--- src/rtl/seg_scan_decoder.sv ---
`default_nettype none
// ============================================================================
// Module   : seg_scan_decoder
// Brief    : Loopback checker for a multiplexed 4-digit 7-segment bus; recovers
//            the rotating circle-marker position, step direction and errors.
// Revision : 1.0 - initial release
// ============================================================================
module seg_scan_decoder #(
  parameter int SETTLE_CYCLES = 4
) (
  input  logic        clk,
  input  logic        rst,
  input  logic [3:0]  anodes,
  input  logic [7:0]  cathodes,
  output logic [2:0]  pos,
  output logic        pos_valid,
  output logic        step,
  output logic        dir_cw,
  output logic        blank,
  output logic        err,
  output logic [7:0]  err_count,
  output logic [31:0] seg_frame
);

  localparam logic [7:0] C_SETTLE = 8'(SETTLE_CYCLES);
  localparam logic [7:0] C_TOP    = 8'hA3;
  localparam logic [7:0] C_BOT    = 8'h9C;

  localparam logic [1:0] S_BLANK = 2'd0;
  localparam logic [1:0] S_TRACK = 2'd1;
  localparam logic [1:0] S_ERROR = 2'd2;

  logic [11:0] r_sync1;
  logic [11:0] r_sync2;
  logic [11:0] r_prev;
  logic [7:0]  r_cnt;
  logic [1:0]  r_state;

  logic        w_accept;
  logic [3:0]  w_a;
  logic [7:0]  w_c;
  logic        w_onehot;
  logic [1:0]  w_d;
  logic        w_blank_pat;
  logic        w_pos_pat;
  logic [2:0]  w_p;
  logic        w_fwd;
  logic        w_back;
  logic        w_err_ev;

  always_comb begin
    w_a         = r_sync2[11:8];
    w_c         = r_sync2[7:0];
    // cnt reaches SETTLE-1 once per stable run, then parks at SETTLE
    w_accept    = (r_sync2 == r_prev) && (r_cnt == C_SETTLE - 8'd1);
    w_onehot    = 1'b1;
    w_d         = 2'd0;
    case (w_a)
      4'b0111: w_d = 2'd0;
      4'b1011: w_d = 2'd1;
      4'b1101: w_d = 2'd2;
      4'b1110: w_d = 2'd3;
      default: w_onehot = 1'b0;
    endcase
    w_blank_pat = (w_a == 4'hF);
    w_pos_pat   = w_onehot && ((w_c == C_TOP) || (w_c == C_BOT));
    w_p         = (w_c == C_TOP) ? {1'b0, w_d} : (3'd7 - {1'b0, w_d});
    w_fwd       = (w_p == pos + 3'd1);
    w_back      = (w_p == pos - 3'd1);
    w_err_ev    = w_accept && !w_blank_pat &&
                  (!w_pos_pat ||
                   ((r_state == S_TRACK) && (w_p != pos) && !w_fwd && !w_back));
  end

  always_ff @(posedge clk or posedge rst) begin
    if (rst) begin
      r_sync1 <= '1;
      r_sync2 <= '1;
      r_prev  <= '1;
      r_cnt   <= C_SETTLE;
    end else begin
      r_sync1 <= {anodes, cathodes};
      r_sync2 <= r_sync1;
      r_prev  <= r_sync2;
      if (r_sync2 != r_prev) begin
        r_cnt <= 8'd0;
      end else if (r_cnt < C_SETTLE) begin
        r_cnt <= r_cnt + 8'd1;
      end
    end
  end

  always_ff @(posedge clk or posedge rst) begin
    if (rst) begin
      r_state   <= S_BLANK;
      pos       <= 3'd0;
      pos_valid <= 1'b0;
      step      <= 1'b0;
      dir_cw    <= 1'b1;
      blank     <= 1'b1;
      err       <= 1'b0;
      err_count <= 8'd0;
      seg_frame <= 32'hFFFF_FFFF;
    end else begin
      step <= 1'b0;
      err  <= w_err_ev;
      if (w_err_ev && (err_count != 8'hFF)) begin
        err_count <= err_count + 8'd1;
      end
      if (w_accept) begin
        // Illegal cathodes on a single lit digit are still captured
        if (w_onehot) begin
          case (w_d)
            2'd0:    seg_frame[31:24] <= w_c;
            2'd1:    seg_frame[23:16] <= w_c;
            2'd2:    seg_frame[15:8]  <= w_c;
            default: seg_frame[7:0]   <= w_c;
          endcase
        end
        if (w_blank_pat) begin
          r_state   <= S_BLANK;
          blank     <= 1'b1;
          pos_valid <= 1'b0;
        end else if (!w_pos_pat) begin
          r_state   <= S_ERROR;
          blank     <= 1'b0;
          pos_valid <= 1'b0;
        end else if (r_state != S_TRACK) begin
          r_state   <= S_TRACK;
          pos       <= w_p;
          pos_valid <= 1'b1;
          blank     <= 1'b0;
        end else if (w_p == pos) begin
          pos <= pos;
        end else if (w_fwd) begin
          step   <= 1'b1;
          dir_cw <= 1'b1;
          pos    <= w_p;
        end else if (w_back) begin
          step   <= 1'b1;
          dir_cw <= 1'b0;
          pos    <= w_p;
        end else begin
          pos <= w_p;
        end
      end
    end
  end

endmodule
`default_nettype wire

--- config.mk ---
export PLATFORM = sky130hd
export DESIGN_NAME = seg_scan_decoder
export DESIGN_NICKNAME = d
export VERILOG_FILES = /design/src/rtl/seg_scan_decoder.sv
export SDC_FILE = /design/constraint.sdc
export NUM_CORES = 1
export LEC_CHECK = 0
export BUFFER_PORTS_ARGS = -buffer_cell sky130_fd_sc_hd__buf_4
export CORE_UTILIZATION = 30
export DETAILED_ROUTE_END_ITERATION = 10
export GPL_TIMING_DRIVEN = 0
export PLACE_DENSITY_LB_ADDON = 0.3
export SLEW_MARGIN = 10
export SYNTH_ARGS = -nofsm -noshare
export SYNTH_HDL_FRONTEND = slang
export SYNTH_SLANG_ARGS = --single-unit
--- constraint.sdc ---
create_clock -name clk -period 7.05 [get_ports clk]
set_input_delay 1.41 -clock clk [delete_from_list [all_inputs] [get_ports clk]]
set_output_delay 1.41 -clock clk [all_outputs]
set_load 0.005 [all_outputs]
Word-level counts from Yosys, hierarchy flattened. Index checks and enable logic that the tools add are counted. Widths: inputs -> output; s select.

Flip-flop bits (word level): 94. Output and inout port bits: 48. Word-level logic and storage cells: 98.

Add/sub/neg operators: 5. Magnitude comparators: 1. Equal/unequal tests: 21. Muxes and demuxes: 25. Bitwise operators: 4. Reductions and logical operators: 26.

Operators by type and width (count): $add 8x1->8 const B (2); $eq 4x4->1 const B (4); $eq 8x8->1 const B (2); $mux 1 (16); $mux 8 (2); $eq 12x12->1 (1); $ne 12x12->1 (1); $reduce_and 3->1 (4); $eq 3x3->1 (3); $mux 3 (3); $eq 8x2->1 const B (1); $logic_and 1x1->1 (8); $lt 8x3->1 const B (1); $ne 8x8->1 const B (1); $mux 2 (3); $pmux 2 s3 (1); $reduce_and 6->1 (1); $eq 2x1->1 const B (2); $eq 4x3->1 const B (1); $logic_not 1->1 (4); $not 1->1 (4); $reduce_and 4->1 (1); $reduce_bool 2->1 (2); $reduce_or 4->1 (1); 12 further kinds (13).

Depth between registers and ports, before layout. Gate-level depths: netlist of the first run.

Depth after elaboration: 12. Depth in mapped cells: 9.

Least setup slack after synthesis of the first run. OpenSTA, ideal clock, no wires.

Path kind: reg2reg. From: register r_sync2[9]. To: register err_count[6]. Arrival time: 2.483 ns. Required time: 6.922 ns. Slack: 4.439 ns. Stages on the path, launching flop included: 10. Buffers on the path: 2. Period minus slack after synthesis: 2.611 ns. Cells stage by stage: dfstp_2 buf_4 nand2_1 or3_1 buf_2 and2_1 a311o_1 o221a_4 nor4_4 mux2_1.

Cells in the longest elaborated chain, start to end: 11. Elaborated cells on any way between the ends: 27. Classes of those cells: add/sub: 1; eq/ne: 9; mux: 3; reduce/logical: 14.

Ends and longest elaborated chain: start: declaration (line 34) `logic [11:0] r_sync2;`; start signal: assignment (line 83) `r_sync2 <= r_sync1;`; $eq 4x4->1 (line 58) `case (w_a)`; $pmux 2 s3 (line 58); $sub 3x2->3 (line 67) `w_p = (w_c == C_TOP) ? {1'b0, w_d} : (3'd7 - {1'b0, w_d});`; $mux 3 (line 67); $ne 3x3->1 or $eq 3x3->1 (tied branches) (line 72, 68); $logic_and 1x1->1 or $logic_not 1->1 (tied branches) (line 72) `((r_state == S_TRACK) && (w_p != pos) && !w_fwd && !w_back));`; $logic_and 1x1->1 (2 in a row) (line 72); $logic_or 1x1->1 (line 71) `(!w_pos_pat ||`; $logic_and 1x1->1 * (line 70) `w_err_ev = w_accept && !w_blank_pat &&`; $logic_and 1x1->1 * (line 107) `if (w_err_ev && (err_count != 8'hFF)) begin`; end signal: assignment (line 108) `err_count <= err_count + 8'd1;`; end: declaration (line 21) `output logic [7:0] err_count,`.

Every way passes the cells marked *; elsewhere a longest branch is shown, timed or not. A chain may end at the register's enable or synchronous reset.

Worst setup path after layout of the first run.
From: register r_sync2[1]. To: register seg_frame[26].

Cells in the longest elaborated chain, start to end: 3.

Ends and longest elaborated chain: $eq 12x12->1 (line 55) `w_accept = (r_sync2 == r_prev) && (r_cnt == C_SETTLE - 8'd1);`; $logic_and 1x1->1 (line 55); $reduce_and 3->1 (no source line); end signal: assignment (line 114) `2'd0: seg_frame[31:24] <= w_c;`; end: declaration (line 22) `output logic [31:0] seg_frame`.

Every way passes these cells.

==> summary.txt, run 1 <==
Outcome
  • Run status: complete, no violations

STA
  • Slew Limit Fails: 0
  • Max-slew headroom: between 40% and 50%
  • Final Critical Period: ~3.0 ns
  • RSZ-0062 raised after global routing: false
  • Slew @ Worst Pin: 0.787 ns
  • Max Freq: approximately 330 MHz
  • TNS Setup: 0 ns
  • Final hold vios: 0
  • Final Skew: between 0.006 and 0.007 ns
  • Period utilization: between 40% and 50%
  • Final setup fails: 0

Pwr
  • Logic pwr share: under 10%
  • Switching Fraction: 22.5%
  • Peak VDD IR: roughly 0.00016 V
  • Leak: around 2.1 nW
  • Reg power frac: between 50% and 60%
  • Cell Int Power: about 0.85 mW
  • Clock network power share: 44.7%
  • PD cells: roughly 220 nW/um^2
  • Net switching power: 0.246 mW
  • Pwr Total: ~1.1 mW

Synthesis
  • Number of flops mapped to enable cells by yosys: 0
  • Synth Area in Simple Gates: about 14%
  • Synth Area in Compound Gates: under 10%
  • #FFs+latches synth: 93
  • Top cells by instance count after synthesis: 71 x dfstp_2, 32 x mux2_2, 22 x dfrtp_1
  • Synth Net Count: 304
  • Synth Instances: between 200 and 300
  • Seq/Total Area, Yosys: about three fifths
  • Multiplexer share of the synthesized area: a little over a tenth
  • Ys async rst share: 100%
  • Post-synthesis instance area: around 3900 sq um
  • Count leader, synth: dfstp_2
  • Synth Warn #: 0
  • Synth Area in XOR/XNOR: roughly 5.6%
  • Yosys top cell by area: dfstp_2
  • Avg Synthesized Cell Area: between 10 and 15 sq um
  • Synth top area share: around 47%
  • Cell variety after synth: 54
  • Synth Area in Adders: about 1.3%
  • Synth area leaders: dfstp_2 47%, dfrtp_1 14%, mux2_2 9.1%
  • Synth Flop Type: dfstp_2
  • Main combinational cell family by area after synthesis: simple AND/OR/NAND/NOR gates

Clock network
  • TritonCTS clock tree: done
  • TritonCTS Buffers: 9
  • Clk slew on worst S/H paths: 0.07 ns
  • Post_cts resized: 0
  • Hold buffer count at cts: 0
  • Root Buffer: clkbuf_16
  • Post-CTS repair timing setup buffer count: 0
  • Worst skew pair latency: 0.34 ns
  • Max Root-Sink Buffers: 2
  • H-tree lvl count: 3
  • Clock sink count: between 90 and 100

Drt
  • Vias per inst: between 4 and 5
  • Post-Route WL: 7420 um
  • Drt first pass iters: 4
  • Final routed DRC violation total: 0
  • Via count: between 2,000 and 2,500
  • WL/cell: ~14 um
  • Detailed Route Iter0 Violations: 86
  • Routed Antenna Nets: 0

Worst setup path
  • Crit path max fanout: 10
  • Startpoint types: register
  • CP required: 7.32 ns
  • Crit path kind: reg -> reg
  • CP cell instances: clkbuf_1 -> xnor2_1 -> nand4_1 -> nor3_4 -> and2_2 -> nand3_2 -> nor3b_2 -> mux2_2
  • Arrival time at the worst endpoint: between 3 and 4 ns
  • Endpoint class of the critical path: register
  • Critical path's largest stage delay: approximately 0.67 ns
  • Top delay family on crit path: simple AND/OR/NAND/NOR gates
  • Bufs and invs on worst path: 1
  • Worst path slowest cell: nor3b_2

GRT
  • First-pass GRT wire length: 12,400 um
  • GR Overflow Total: 0
  • Vias in the first global route: 2,346
  • Largest net degree at the start of global routing: 67
  • Total global-route track usage: 12.1%
  • Initial antenna violation count: 0

Floorplan
  • Rows: 41
  • Die Y-Extent: approximately 120 um
  • Core ar.: about 13,000 sq um
  • I/O pin total: 62
  • Die Wd: 117 um
  • Initial core utilization: between 30% and 40%
  • Die area: roughly 14,000 sq um

Worst hold path
  • Hold crit path type: reg -> reg

Cells and area
  • Area grow syn2layout: 25.7%
  • Layout Nets: 377
  • Fillers: roughly 1,300
  • Diodes inserted: 0
  • Multi-input gate area: ~1400 sq um
  • Share of layout cells above drive strength 1: 55.8%
  • FF+latch area: 2420 sq um
  • Layout Utilization: between 30% and 40%

Place
  • Gpl congestion: approximately 0.8
  • Detailed placement HPWL: approximately 5200 um
  • PortBufs: between 60 and 70

Job
  • Max-cap viol count: 0
-- flip-flops by register name, indices dropped and copies added, names as in the netlist --
| signal | flops |
|---|---|
| blank | 1 |
| dir_cw | 1 |
| err | 1 |
| err_count | 8 |
| pos | 3 |
| r_cnt | 8 |
| r_prev | 12 |
| r_state | 2 |
| r_sync1 | 12 |
| r_sync2 | 12 |
| seg_frame | 32 |
| step | 1 |
-- kinds of logic (layout without fill, tap and decap cells) --
kind of cell / count (synthesis) / in the layout
xor gates and xnor gates: 25 / 25
and+or+nand+nor: 85 / 85
adders and majority gates: 4 / 4
muxes: 37 / 37
buffers and inverters: 14 / 92
DFF: 93 / 93
AOI/OAI and AO/OA: 28 / 28
-- cells in the final DEF (no fill, tap or decap), drive strengths merged, types with 6 or more instances in the layout --
cell type / Yosys / layout
and2: 10 / 10
buf: 8 / 70
clkbuf: 2 / 13
dfrtp: 22 / 22
dfstp: 71 / 71
inv: 4 / 8
mux2: 37 / 37
nand2: 20 / 20
nand3: 13 / 13
nor2: 7 / 7
o21ai: 6 / 6
xnor2: 19 / 19
xor2: 6 / 6
-- path summary, 6_finish.rpt --
check | startpoint | endpoint | slack, ns | cells after the start
min reg2reg | r_sync1[7] | r_sync2[7] | 0.36 | 0
max in group asynchronous | rst | r_sync1[8] | 5.31 | 3
max | r_sync2[1] | seg_frame[26] | 4.00 | 8
max reg2reg | r_sync2[1] | seg_frame[26] | 4.00 | 8
min in group asynchronous | rst | r_sync1[3] | 1.33 | 2
min | r_sync1[7] | r_sync2[7] | 0.36 | 0
-- cell type report --
type	count	area share, %
sequential	93	48.8
clock buffer	11	5.33
tap	172	4.35
clock inverter	5	0.910
multi-input combinational	179	29.2
timing repair buffer	62	9.81
buffer	10	1.21
inverter	4	0.354
-- power by group through the flow --
stage                     registers [mW]  clock network, mW  logic [mW]
after global routing               0.563              0.531      0.0507
after global placement             0.570                  0      0.0426
after floorplan                    0.567                  0      0.0309
final                              0.561              0.490      0.0447
after CTS                          0.562              0.509      0.0459
after detailed placement           0.570                  0      0.0459
-- worst reg2reg max path, stage by stage (launching register included) --
cell and delay, ns:
dfstp_2 0.53, clkbuf_1 0.28, xnor2_1 0.16, nand4_1 0.18
nor3_4 0.35, and2_2 0.27, nand3_2 0.13, nor3b_2 0.67
mux2_2 0.41
-- through the flow --
stage	instance area [sq um]	setup WS [ns]	hold WS (ns)	std cells
6_report	4950	4.00	0.356	536
4_1_cts	4950	3.89	0.357	536
3_3_place_gp	4610	2.28	0.346	519
3_5_place_dp	4640	3.89	0.347	520
5_1_grt	4950	3.73	0.359	536
2_1_floorplan	3940	3.34	0.345	286
-- metal layers --
metal / vias to the layer above / GRT usage [%] / part of all wire [%]
li1: 1151 / - / -
met3: 8 / 4.41 / 6.3
met1: 1172 / 16.2 / 46
met2: 61 / 18.1 / 47
met4: 0 / 4.05 / 1.0
met5: - / 0 / 0
Power figures use the tool's default switching activity.
==> run 2, diff against run 1 <==
==> constraint.sdc (replaced) <==
create_clock -name clk -period 2.81 [get_ports clk]
set_input_delay 0.562 -clock clk [delete_from_list [all_inputs] [get_ports clk]]
set_output_delay 0.562 -clock clk [all_outputs]
set_load 0.005 [all_outputs]
==> run 2 against run 1 <==
Largest power group unchanged. Register-to-register slack lost 3.9 ns. Die area stayed put. Cell count rose by 1.9%. Maximum frequency grew 13%. Clock power increased by 150%.
==> summary.txt, run 2 (same netlist as run 1, synthesis figures left out) <==
Floorplan
  • I/O pin total: 62 (unchanged)
  • Initial core utilization: 31.0% (unchanged)
  • Die Y-Extent: 117 um (unchanged)
  • Rows: 41 (unchanged)
  • Die area: 13,600 sq um (unchanged)
  • Die Wd: 117 um (unchanged)
  • Core ar.: 12,700 sq um (unchanged)

GRT
  • GR Overflow Total: 0 (unchanged)
  • Met1 Usage GRT: 15.8% (-0.35 points)
  • Vias in the first global route: 2,467 (+5.2%)
  • Met2 Usage GRT: 19.1% (+0.95 points)
  • Largest net degree at the start of global routing: 38 (-43%)
  • Met3 usage: 4.72% (+0.31 points)
  • Total global-route track usage: 12.4% (+0.28 points)
  • First-pass GRT wire length: 12,700 um (+2.0%)
  • Most crowded layer after global routing: met2
  • Initial antenna violation count: 0 (unchanged)

STA
  • Final Critical Period: 2.70 ns (-0.344 ns)
  • Max Freq: 370 MHz (+13%)
  • Slew @ Worst Pin: 0.520 ns (-0.267 ns)
  • Max-slew headroom: 65.2% (+18 points)
  • Final hold vios: 0 (unchanged)
  • Final setup fails: 0 (unchanged)
  • Slew Limit Fails: 0 (unchanged)
  • Final Skew: 0.0109 ns (+0.00392 ns)
  • Period utilization: 96.2% (+53 points)
  • RSZ-0062 raised after global routing: false

Worst setup path
  • Crit path max fanout: 9 (-1)
  • CP required: 3.03 ns (-4.29 ns)
  • R2R depth: 7 (-1)
  • Crit path kind: reg -> reg
  • Reg-to-reg slack, setup: 0.11 ns (-3.90 ns)
  • Worst R2R Start: r_sync2[5]
  • Startpoint types: register
  • Arrival time at the worst endpoint: 2.93 ns (-0.38 ns)
  • Reg2reg end: err_count[6]
  • Endpoint class of the critical path: register

Worst hold path
  • Hold crit path type: in -> reg
  • Hold EP: r_sync1[5]
  • Hold Crit Depth: 1 (+1)
  • Hold Path Origin: cathodes[5]

Cells and area
  • Largest register FFs: 32 (unchanged)
  • Multi-input gate area: 1490 sq um (+2.6%)
  • Fillers: 1,254 (-1.7%)
  • Highest-count cells in the layout ignoring fill and taps: 71 x buf_4, 71 x dfstp_2, 32 x mux2_2
  • Area grow syn2layout: 30.1%
  • Layout Nets: 387 (+2.7%)
  • Largest Register: seg_frame
  • Share of layout cells above drive strength 1: 58.0% (+2.3 points)
  • Diodes inserted: 0 (unchanged)
  • Final cell count without fillers: 546 (+1.9%)
  • FF+latch area: 2420 sq um (about the same)

Place
  • Detailed placement HPWL: 5290 um (+2.4%)
  • Gpl congestion: 0.809 (+3.8%)
  • Placed insts: 521 (+0.19%)
  • PortBufs: 61 (unchanged)

Clock network
  • TritonCTS clock tree: done
  • Clk slew on worst S/H paths: 0.07 ns (about the same)
  • Clock sink count: 93 (unchanged)
  • TritonCTS Buffers: 9 (unchanged)
  • H-tree lvl count: 3 (unchanged)
  • Max Root-Sink Buffers: 2 (unchanged)
  • Hold buffer count at cts: 0 (unchanged)
  • Worst skew pair latency: 0.34 ns (about the same)
  • Root Buffer: clkbuf_16

Drt
  • Drt first pass iters: 5 (+1)
  • Routed Antenna Nets: 0 (unchanged)
  • Vias per inst: 4.46 (about the same)
  • Via count: 2,437 (+1.9%)
  • Final routed DRC violation total: 0 (unchanged)
  • Post-Route WL: 7590 um (+2.3%)
  • WL/cell: 13.9 um (+0.42%)
  • Detailed Route Iter0 Violations: 111 (+29%)

Pwr
  • Leak: 2.22 nW (+4.0%)
  • Peak VDD IR: 0.000357 V (+130%)
  • Pwr Total: 2.73 mW (+150%)
  • PD cells: 534 nW/um^2 (+140%)

Outcome
  • Run status: complete, no violations

Job
  • Max-cap viol count: 0 (unchanged)
-- run 2: through the flow --
step                      worst slack [ns]  setup TNS, ns  hold slack (ns)  utilization [%]  cell area, sq um
after global placement              -0.280          -5.46            0.346             36.3              4620
after detailed placement            -0.291          -6.23            0.347             36.6              4660
after global routing               0.00530              0            0.306             40.3              5120
final                                0.107              0            0.325             40.3              5120
after floorplan                      0.199              0            0.345                -              3940
after CTS                           0.0158              0            0.314             39.6              5040
-- run 2: worst max path at each step --
stage / slack (ns) / depth (start not counted) / from / endpoint
floorplan: 0.20 / 9 / r_sync2[9] / err_count[6]
detailed placement: -0.29 / 8 / r_sync2[1] / seg_frame[28]
global route: 0.005 / 8 / r_sync2[10] / dir_cw
global placement: -0.28 / 8 / r_sync2[1] / seg_frame[30]
CTS: 0.02 / 9 / pos[0] / err_count[1]
finish: 0.11 / 7 / r_sync2[5] / err_count[6]
-- run 2: cell type report --
type	instances	area share (%)
Buffer	7	1.15
Clock buffer	12	5.23
Clock inverter	4	0.660
Inverter	4	0.366
Multi-Input combinational cell	179	29.0
Sequential cell	93	47.2
Tap cell	172	4.20
Timing Repair Buffer	75	12.2
-- run 2: worst max-delay path, stage by stage (launching register included) --
cell and delay (ns):
dfstp_2 0.61, nor4b_2 0.24, or3b_1 0.39, buf_6 0.15, a311o_1 0.32, o221a_4 0.28, nor4_4 0.27, mux2_4 0.32
-- run 2: what timing repair did --
item	4_1_cts	5_1_grt
gates resized for setup	3	8
pin swaps	4	3
endpoints found under the setup margin	33	5
buffers inserted	4	8
-- run 2: power breakdown --
part	internal (mW)	switching, mW	leakage (nW)
Sequential	1.39	0.0251	1.05
Clock	0.688	0.520	0.147
Combinational	0.0494	0.0616	1.03
-- run 2: routing by layer --
metal / part of all wire, % / wire, um / vias to the layer above
met2: 47 / 3530 / 57
met3: 6.2 / 468 / 12
met4: 1.5 / 114 / 0
li1: - / - / 1168
met5: 0 / 0 / -
met1: 46 / 3480 / 1200
==> run 3, diff against run 2 <==
--- a/config.mk
+++ b/config.mk
@@ -5,6 +5,7 @@
 export SDC_FILE = /design/constraint.sdc
 export NUM_CORES = 1
 export LEC_CHECK = 0
+export ABC_AREA = 1
 export BUFFER_PORTS_ARGS = -buffer_cell sky130_fd_sc_hd__buf_4
 export CORE_UTILIZATION = 30
 export DETAILED_ROUTE_END_ITERATION = 10
==> constraint.sdc (replaced) <==
create_clock -name clk -period 2.81 [get_ports clk]
set_input_delay 0.562 -clock clk [delete_from_list [all_inputs] [get_ports clk]]
set_output_delay 0.562 -clock clk [all_outputs]
set_load 0.05 [all_outputs]
==> run 3 against run 2 <==
Maximum frequency up 20%. First-iteration DRC count is 26% higher. Utilization shrank 1.0 points. Area after synthesis is essentially flat. Worst hold slack worse by 0.0077 ns. Worst setup slack better by 0.45 ns. Highest routed layer unchanged. Wire length grew 0.46%.
==> summary.txt, run 3 <==
Clock network
  • Post-CTS repair timing setup buffer count: 0 (-4)
  • H-tree lvl count: 3 (unchanged)
  • Hold buffer count at cts: 0 (unchanged)
  • Clk slew on worst S/H paths: 0.07 ns (about the same)
  • Post_cts resized: 0 (-3)
  • Worst skew pair latency: 0.35 ns (about the same)
  • TritonCTS clock tree: done
  • Root Buffer: clkbuf_16
  • TritonCTS Buffers: 9 (unchanged)
  • Max Root-Sink Buffers: 2 (unchanged)
  • Clock sink count: 93 (unchanged)

Place
  • Gpl congestion: 0.769 (-5.0%)
  • PortBufs: 61 (unchanged)
  • Detailed placement HPWL: 5790 um (+9.5%)
  • Worst slack at placement: 0.545 ns (+0.835 ns)

Cells and area
  • Area grow syn2layout: 26.6%
  • Commonest non-fill, non-tap cell in the layout: nand2_1
  • Largest register FFs: 32 (unchanged)
  • Layout Nets: 498 (+29%)
  • Largest Register: seg_frame
  • Diodes inserted: 0 (unchanged)
  • Multi-input gate area: 1350 sq um (-9.4%)
  • Fillers: 1,279 (+2.0%)
  • Highest-count cells in the layout ignoring fill and taps: 128 x nand2_1, 71 x dfstp_2, 61 x buf_4
  • FF+latch area: 2420 sq um (about the same)
  • Share of layout cells above drive strength 1: 37.1% (-21 points)

Synthesis
  • Yosys top cell by area: dfstp_2
  • Post-synthesis instance area: 3940 sq um (about the same)
  • Cell variety after synth: 28 (-48%)
  • Number of flops mapped to enable cells by yosys: 0 (unchanged)
  • Synth Warn #: 0 (unchanged)
  • Synth Instances: 406 (+42%)
  • Avg Synthesized Cell Area: 9.71 sq um (-29%)
  • Synth Net Count: 424 (+39%)
  • Count leader, synth: nand2_1
  • Top cells by instance count after synthesis: 128 x nand2_1, 71 x dfstp_2, 36 x inv_1
  • Synth Flop Type: dfstp_2
  • Ys async rst share: 100% (unchanged)
  • Seq/Total Area, Yosys: 61.3% (about the same)
  • Synth top area share: 47.3% (about the same)
  • Synth area leaders: dfstp_2 47%, dfrtp_1 14%, nand2_1 12%
  • #FFs+latches synth: 93 (unchanged)

GRT
  • Largest net degree at the start of global routing: 42 (+11%)
  • Total global-route track usage: 12.5% (+0.070 points)
  • Initial antenna violation count: 0 (unchanged)
  • Vias in the first global route: 2,777 (+13%)
  • GR Overflow Total: 0 (unchanged)
  • First-pass GRT wire length: 12,900 um (+1.3%)

STA
  • Max Freq: 444 MHz (+20%)
  • Slew Limit Fails: 0 (unchanged)
  • Final Worst Setup Slack: 0.556 ns (+0.449 ns)
  • Final Critical Period: 2.25 ns (-0.449 ns)
  • Period utilization: 80.2% (-16 points)
  • Max-slew headroom: 74.1% (+8.9 points)
  • Worst hold slack: 0.317 ns (-0.00768 ns)
  • TNS Setup: 0 ns (unchanged)
  • Slew @ Worst Pin: 0.387 ns (-0.133 ns)
  • Final Skew: 0.00764 ns (-0.00322 ns)
  • Final hold vios: 0 (unchanged)
  • Final setup fails: 0 (unchanged)
  • RSZ-0062 raised after global routing: false

Job
  • Max-cap viol count: 0 (unchanged)

Worst setup path
  • Arrival time at the worst endpoint: 2.49 ns (-0.44 ns)
  • Worst R2R Start: r_sync2[7]
  • Worst path slowest cell: dfstp_2
  • Crit path kind: reg -> reg
  • Startpoint types: register
  • Reg2reg end: err_count[1]
  • Reg-to-reg slack, setup: 0.56 ns (+0.45 ns)
  • R2R depth: 13 (+6)
  • CP required: 3.04 ns (about the same)
  • Crit path max fanout: 8 (-1)
  • Critical path's largest stage delay: 0.57 ns (-0.04 ns)
  • Worst setup endpoint: err_count[1]
  • Endpoint class of the critical path: register
  • CP cell instances: inv_1 -> nor2_1 -> nand2_1 -> nor2_2 -> nand2_1 -> nand3_1 -> nand2_1 -> nand3_1 -> nand3_2 -> o21bai_4 -> nand2_4 -> nand2_1 -> nand2_1
  • Crit path from: r_sync2[7]
  • Most frequent CP cell: nand2_1

Floorplan
  • Die Y-Extent: 117 um (about the same)
  • Die area: 13,600 sq um (about the same)
  • Die Wd: 117 um (about the same)
  • Rows: 41 (unchanged)
  • Initial core utilization: 31.0% (about the same)
  • I/O pin total: 62 (unchanged)
  • Core ar.: 12,700 sq um (unchanged)

Drt
  • WL/cell: 11.6 um (-17%)
  • Via count: 2,825 (+16%)
  • Post-Route WL: 7620 um (+0.46%)
  • Final routed DRC violation total: 0 (unchanged)
  • Vias per inst: 4.30 (-3.7%)
  • Routed Antenna Nets: 0 (unchanged)
  • Drt first pass iters: 4 (-1)
  • Detailed Route Iter0 Violations: 140 (+26%)

Pwr
  • Peak VDD IR: 0.000253 V (-29%)
  • PD cells: 573 nW/um^2 (+7.3%)
  • Leak: 2.33 nW (+4.9%)

Worst hold path
  • Hold crit path type: in -> reg
  • Hold Crit Depth: 1 (unchanged)

Outcome
  • Run status: complete, no violations
## run 3: changes by cell type in the layout (fill, tap and decap cells not counted), sizes merged, moves of 15 or more
cell   change
buf       -15
inv       +37
mux2      -37
nand2    +118
nor2      +29
o21ai     +33
## run 3: worst min-delay path by stage
| stage | startpoint | end | slack [ns] |
|---|---|---|---|
| floorplan | r_sync1[0] | r_sync2[0] | 0.35 |
| global placement | r_sync1[3] | r_sync2[3] | 0.35 |
| detailed placement | r_sync1[1] | r_sync2[1] | 0.35 |
| CTS | cathodes[7] | r_sync1[7] | 0.31 |
| global route | cathodes[7] | r_sync1[7] | 0.30 |
| finish | cathodes[0] | r_sync1[0] | 0.32 |
## run 3: kinds of logic (layout without fill, tap and decap cells)
group	Yosys count	in the layout	synth area share [%]
flip-flops	93	93	61.3
AND/OR/NAND/NOR	204	204	23.3
AO/OA/AOI/OAI	44	44	6.00
adder cells (fa/ha/maj)	4	4	1.27
XOR/XNOR	16	16	3.55
buffers and inverters	45	124	4.57
## run 3: worst max-delay path, delay by kind of cell (launching register included)
| family | cells | cell delay [ns] |
|---|---|---|
| AO/OA/AOI/OAI | 1 | 0.25 |
| flip-flops | 1 | 0.57 |
| buffers and inverters | 1 | 0.13 |
| AND/OR/NAND/NOR | 11 | 1.19 |
## run 3: metal layers
layer	GRT usage, %	part of all wire, %	up-vias
met3	2.80	3.4	13
met2	19.8	48	46
met4	6.24	2.3	0
met5	0	0	-
met1	16.0	46	1345
li1	-	-	1421
## run 3: per-stage QoR
step / util (%) / power, mW / cell area [sq um] / std cells
2_1_floorplan: - / 1.50 / 3950 / 406
3_3_place_gp: 36.3 / 1.54 / 4620 / 639
3_5_place_dp: 36.6 / 1.55 / 4660 / 641
4_1_cts: 39.2 / 2.91 / 4990 / 657
5_1_grt: 39.2 / 2.99 / 4990 / 657
6_report: 39.2 / 2.86 / 4990 / 657
## run 3: power breakdown
part | switching, mW | total [mW] | internal [mW]
logic | 0.0749 | 0.113 | 0.0386
clock network | 0.535 | 1.34 | 0.802
registers | 0.0196 | 1.41 | 1.39
## run 3: cell type report
class | instances | share of cell area (%)
sequential | 93 | 48.4
multi-input combinational | 268 | 27.0
timing repair buffer | 63 | 9.98
clock buffer | 10 | 4.59
tap | 172 | 4.31
inverter | 41 | 3.16
clock inverter | 6 | 2.06
buffer | 4 | 0.526
